### src/rtl/writeback_unit.sv
// Writeback arbiter: merges fixed-latency ALU results with a queue of
// long-latency results onto one register-file write port, and keeps a
// per-register scoreboard of outstanding long-latency destinations.
module writeback_unit #(
  parameter int QDEPTH = 2
) (
  input  logic        clk,
  input  logic        rst,
  input  logic        alu_valid,
  input  logic [4:0]  alu_reg,
  input  logic [31:0] alu_data,
  input  logic        lat_valid,
  output logic        lat_ready,
  input  logic [4:0]  lat_reg,
  input  logic [31:0] lat_data,
  input  logic        issue_valid,
  input  logic [4:0]  issue_reg,
  output logic        write_enable,
  output logic [4:0]  write_register,
  output logic [31:0] busW,
  output logic [31:0] busy
);

  localparam int PW = (QDEPTH > 1) ? $clog2(QDEPTH) : 1;
  localparam int CW = $clog2(QDEPTH + 1);

  typedef struct packed {
    logic [4:0]  rd;
    logic [31:0] data;
  } wb_ent_t;

  wb_ent_t         fifo_q [QDEPTH];
  logic [PW-1:0]   rd_ptr, wr_ptr;
  logic [CW-1:0]   count;

  logic            lat_acc, fifo_empty, drain, bypass, enq;
  logic            sel_vld, sel_lat, wr_ok;
  logic [4:0]      sel_reg;
  logic [31:0]     sel_data;
  logic [31:0]     busy_nxt;

  function automatic logic [PW-1:0] ptr_inc(input logic [PW-1:0] p);
    return (p == PW'(QDEPTH - 1)) ? '0 : p + 1'b1;
  endfunction

  // Ready depends only on the registered occupancy.
  assign lat_ready  = (count < CW'(QDEPTH));
  assign lat_acc    = lat_valid && lat_ready;
  assign fifo_empty = (count == '0);
  assign drain      = !alu_valid && !fifo_empty;
  assign bypass     = !alu_valid && fifo_empty && lat_acc;
  assign enq        = lat_acc && !bypass;

  // Pick next write: ALU first, then FIFO head, then a bypassed result.
  always_comb begin
    sel_vld  = 1'b0;
    sel_lat  = 1'b0;
    sel_reg  = '0;
    sel_data = '0;
    if (alu_valid) begin
      sel_vld  = 1'b1;
      sel_reg  = alu_reg;
      sel_data = alu_data;
    end else if (drain) begin
      sel_vld  = 1'b1;
      sel_lat  = 1'b1;
      sel_reg  = fifo_q[rd_ptr].rd;
      sel_data = fifo_q[rd_ptr].data;
    end else if (bypass) begin
      sel_vld  = 1'b1;
      sel_lat  = 1'b1;
      sel_reg  = lat_reg;
      sel_data = lat_data;
    end
  end

  // r0 writes are swallowed: the result is consumed but nothing is written.
  assign wr_ok = sel_vld && (sel_reg != 5'd0);

  // Scoreboard update: clear lands with the write, a coincident issue wins.
  always_comb begin
    busy_nxt = busy;
    if (wr_ok && sel_lat)
      busy_nxt[sel_reg] = 1'b0;
    if (issue_valid && (issue_reg != 5'd0))
      busy_nxt[issue_reg] = 1'b1;
    busy_nxt[0] = 1'b0;
  end

  // Write port, scoreboard and FIFO bookkeeping.
  always_ff @(posedge clk) begin
    if (rst) begin
      write_enable   <= 1'b0;
      write_register <= '0;
      busW           <= '0;
      busy           <= '0;
      count          <= '0;
      rd_ptr         <= '0;
      wr_ptr         <= '0;
    end else begin
      write_enable   <= wr_ok;
      write_register <= wr_ok ? sel_reg  : 5'd0;
      busW           <= wr_ok ? sel_data : 32'd0;
      busy           <= busy_nxt;
      if (enq)
        wr_ptr <= ptr_inc(wr_ptr);
      if (drain)
        rd_ptr <= ptr_inc(rd_ptr);
      case ({enq, drain})
        2'b10:   count <= count + 1'b1;
        2'b01:   count <= count - 1'b1;
        default: count <= count;
      endcase
    end
  end

  // FIFO storage carries no reset; occupancy is tracked by count.
  always_ff @(posedge clk) begin
    if (enq)
      fifo_q[wr_ptr] <= '{rd: lat_reg, data: lat_data};
  end

endmodule

### config.mk
export PLATFORM = sky130hd
export DESIGN_NAME = writeback_unit
export DESIGN_NICKNAME = d
export VERILOG_FILES = /design/src/rtl/writeback_unit.sv
export SDC_FILE = /design/constraint.sdc
export NUM_CORES = 1
export LEC_CHECK = 0
export BUFFER_PORTS_ARGS = -buffer_cell sky130_fd_sc_hd__buf_2
export CAP_MARGIN = 10
export CORE_UTILIZATION = 47
export CTS_CLUSTER_DIAMETER = 120
export DETAILED_ROUTE_END_ITERATION = 6
export GPL_TIMING_DRIVEN = 1
export PLACE_DENSITY = 0.74
export SYNTH_ARGS = -nofsm -noshare
export SYNTH_HDL_FRONTEND = slang
export SYNTH_SLANG_ARGS = --single-unit
### constraint.sdc
create_clock -name clk -period 3.2 [get_ports clk]
set_input_delay 0.64 -clock clk [delete_from_list [all_inputs] [get_ports clk]]
set_output_delay 0.64 -clock clk [all_outputs]
set_load 0.01 [all_outputs]
==> impl_metrics.py <==
metrics = {
    "status": {
        "status": "finished clean",
    },
    "route": {
        "drtPass1Iterations": 5,
        "via_per_inst": 5.61,
        "ant_nets": 0,
        "drt_iter0_markers": 289,
        "wl_met1_um": 6380,
        "dr_wl_met2_um": 7190,
        "top_layer": "met4",
        "wire_per_inst_um": 17.5,
        "routed-wl-met3_um": 919,
        "drc_errors": 0,
        "via_count": 4760,
        "drt_wl_total_um": 14800,
    },
    "worst_setup_path": {
        "crit_required_ns": 3.49,
        "cp_cell_sequence": "or2_1, o31ai_1, o21bai_4, buf_4, nor3_1",
        "cp_num_buf_inv": 1,
        "critical_path_class": "register to register",
        "cp-start-kind": "register",
        "endpoint_kind": "register",
        "cpLargestDelayFamily": "compound AO/OA/AOI/OAI gates",
        "worstPathMaxFanout": 33,
        "crit_arrival_ns": 2.72,
        "r2r_start": "count[0]",
        "worst_path_max_delay_cell": "o31ai_1",
        "max_stage_delay_ns": 0.69,
        "startpoint": "count[0]",
    },
    "timing": {
        "finalMaxSlewViolations": 0,
        "fin_hold_ws_ns": 0.424,
        "fmax_ghz": 0.411,
        "rsz0062_at_grt": "false",
        "fin_crit_ns": 2.43,
        "slew_headroom": 0.477,
        "worst_pin_slew_ns": 0.778,
        "skew_ns": 0.00596,
        "timing.final.hold_violations": 0,
        "fin_crit_sh": 0.760,
        "fin_ws_ns": 0.768,
        "setup_viol_count_final": 0,
    },
    "die": {
        "fp.dieW_um": 115,
        "die_h_um": 115,
        "initial_utilization": 0.489,
        "rows": 40,
        "coreArea_um2": 12200,
        "die-area_um2": 13100,
        "ioPinCount": 155,
    },
    "global_routing": {
        "grt_usage": 0.225,
        "antenna_found_initial": 1,
        "grt_pass1_wl_um": 22100,
        "grt_pass1_vias": 4526,
        "grt_max_degree": 63,
        "gr-total-overflow": 0,
    },
    "yosys": {
        "syn_inst": 522,
        "ys.flop_type": "edfxtp_1",
        "ys_seq_elements": 148,
        "syn_avg_cell_area_um2": 11.4,
        "synth_seq_area_share": 0.622,
        "ys_types": 43,
        "synth_edf_count": 74,
        "syn_area_um2": 5950,
        "yosys_warnings": 0,
        "async_reset_ff_frac": 0,
        "synth_nets": 607,
    },
    "placement": {
        "gp_congestion": 0.875,
        "portBuffers": 153,
        "dp_slack_ns": 0.620,
        "dp_hpwl_um": 9750,
    },
    "clock_network": {
        "cts_root_buf": "clkbuf_16",
        "cts_setup_buffers": 0,
        "clk_latency_ns": 0.42,
        "cts_resized": 0,
        "numCtsBuffers": 17,
        "hold_buffers": 0,
        "cts.sinks": 148,
        "clk_pin_slew_ns": 0.06,
        "clockBufferDepth": 2,
        "h-tree-depth": 4,
        "cts_tree": "built",
    },
    "power": {
        "pwr-share-comb": 0.225,
        "power_switching_mw": 1.78,
        "leakagePower_nw": 2.96,
        "vdd_ir_drop_max_uv": 491,
        "sw_frac_of_total": 0.288,
        "p_per_area_nw_per_um2": 813,
        "p_int_mw": 4.40,
        "p_seq_frac": 0.383,
        "clkPwrFrac": 0.392,
    },
    "min_path": {
        "hold_start": "lat_data[27]",
        "min_path_type": "input pin to register",
    },
    "cells_and_area": {
        "drive_gt1_frac": 0.309,
        "nets": 751,
        "synthToLayoutAreaGrowth_pct": 27.7,
    },
    "run": {
        "drv_cap": 0,
    },
}
kinds of logic after synthesis:
| family | Yosys count | synth area share |
|---|---|---|
| muxes | 37 | 0.0631 |
| and+or+nand+nor | 168 | 0.126 |
| adders and majority gates | 1 | 0.00210 |
| xor gates and xnor gates | 4 | 0.00589 |
| other | 1 | 0.000630 |
| AOI/OAI and AO/OA | 120 | 0.148 |
| DFF | 148 | 0.622 |
| buffers and inverters | 43 | 0.0326 |
cell type report:
class                           count  area, um2
Tap cell                          168        210
Clock buffer                       17        425
Sequential cell                   148       3700
Inverter                            6       22.5
Timing Repair Buffer              162        858
Fill cell                         982       4560
Clock inverter                     15        298
Antenna cell                        1       2.50
Multi-Input combinational cell    331       2080
Yosys cell counts (all sizes together) (3+ instances only):
library cell | count | area [um2]
mux2 | 4 | 45.0
o31ai | 7 | 52.6
mux2i | 33 | 330
nand2 | 27 | 101
a21oi | 25 | 125
nor2 | 82 | 308
clkbuf | 22 | 82.6
edfxtp | 74 | 2220
dfxtp | 74 | 1480
a221o | 3 | 30.0
nor3 | 37 | 185
nand2b | 7 | 43.8
inv | 6 | 22.5
a221oi | 3 | 56.3
o21ai | 27 | 135
nand4 | 7 | 43.8
buf | 15 | 88.8
a311oi | 32 | 280
o211ai | 13 | 97.6
worst reg2reg max path: stages (launching register included):
cell and delay (ns):
dfxtp_1 0.44, or2_1 0.43, o31ai_1 0.69, o21bai_4 0.25
buf_4 0.37, nor3_1 0.13
registers in the layout, summed over array words and instances (netlist names), named ones only:
signal	flops
write_register	5
busW	32
write_enable	1
count	2
wr_ptr	1
rd_ptr	1
busy	31
fifo_q	74
power by group through the flow:
stage	clock network [mW]	logic (mW)	registers, mW
floorplan	0	0.981	2.39
global placement	0	1.34	2.39
detailed placement	0	1.37	2.40
CTS	2.43	1.39	2.36
global route	2.51	1.50	2.38
finish	2.42	1.39	2.36
layout by cell type, fill, tap and decap left out, types with 8 or more instances in the layout:
cell,n
dfxtp_1,73
mux2i_1,33
nor3_1,37
a21oi_1,25
o211ai_1,13
o21ai_0,27
a311oi_1,32
clkbuf_16,17
nand2_1,27
buf_2,153
bufinv_16,8
nor2_1,79
edfxtp_1,74
layer usage:
layer / vias up / track usage
met3: 30 / 0.0482
met2: 187 / 0.377
li1: 2237 / -
met4: 0 / 0.105
met5: - / 0
met1: 2306 / 0.279
metrics by stage:
step                      area [um2]  utilization  instances  power [mW]  TNS, ns
after floorplan                 5950            -        522        3.37   -10.62
after global placement          6870        0.565        815        3.73        0
after detailed placement        6870        0.565        815        3.78        0
after CTS                       7600        0.625        847        6.19        0
after global routing            7600        0.625        848        6.40        0
final                           7600        0.625        848        6.17        0
final timing paths:
path,to,slack [ns],cells past startpoint
hold reg to reg,busy[26],0.48,2
hold / removal,fifo_q[1][27],0.42,1
setup reg to reg,busW[24],0.77,5
setup / recovery,busW[24],0.77,5
Note: power is estimated with default switching activity, not from simulation.
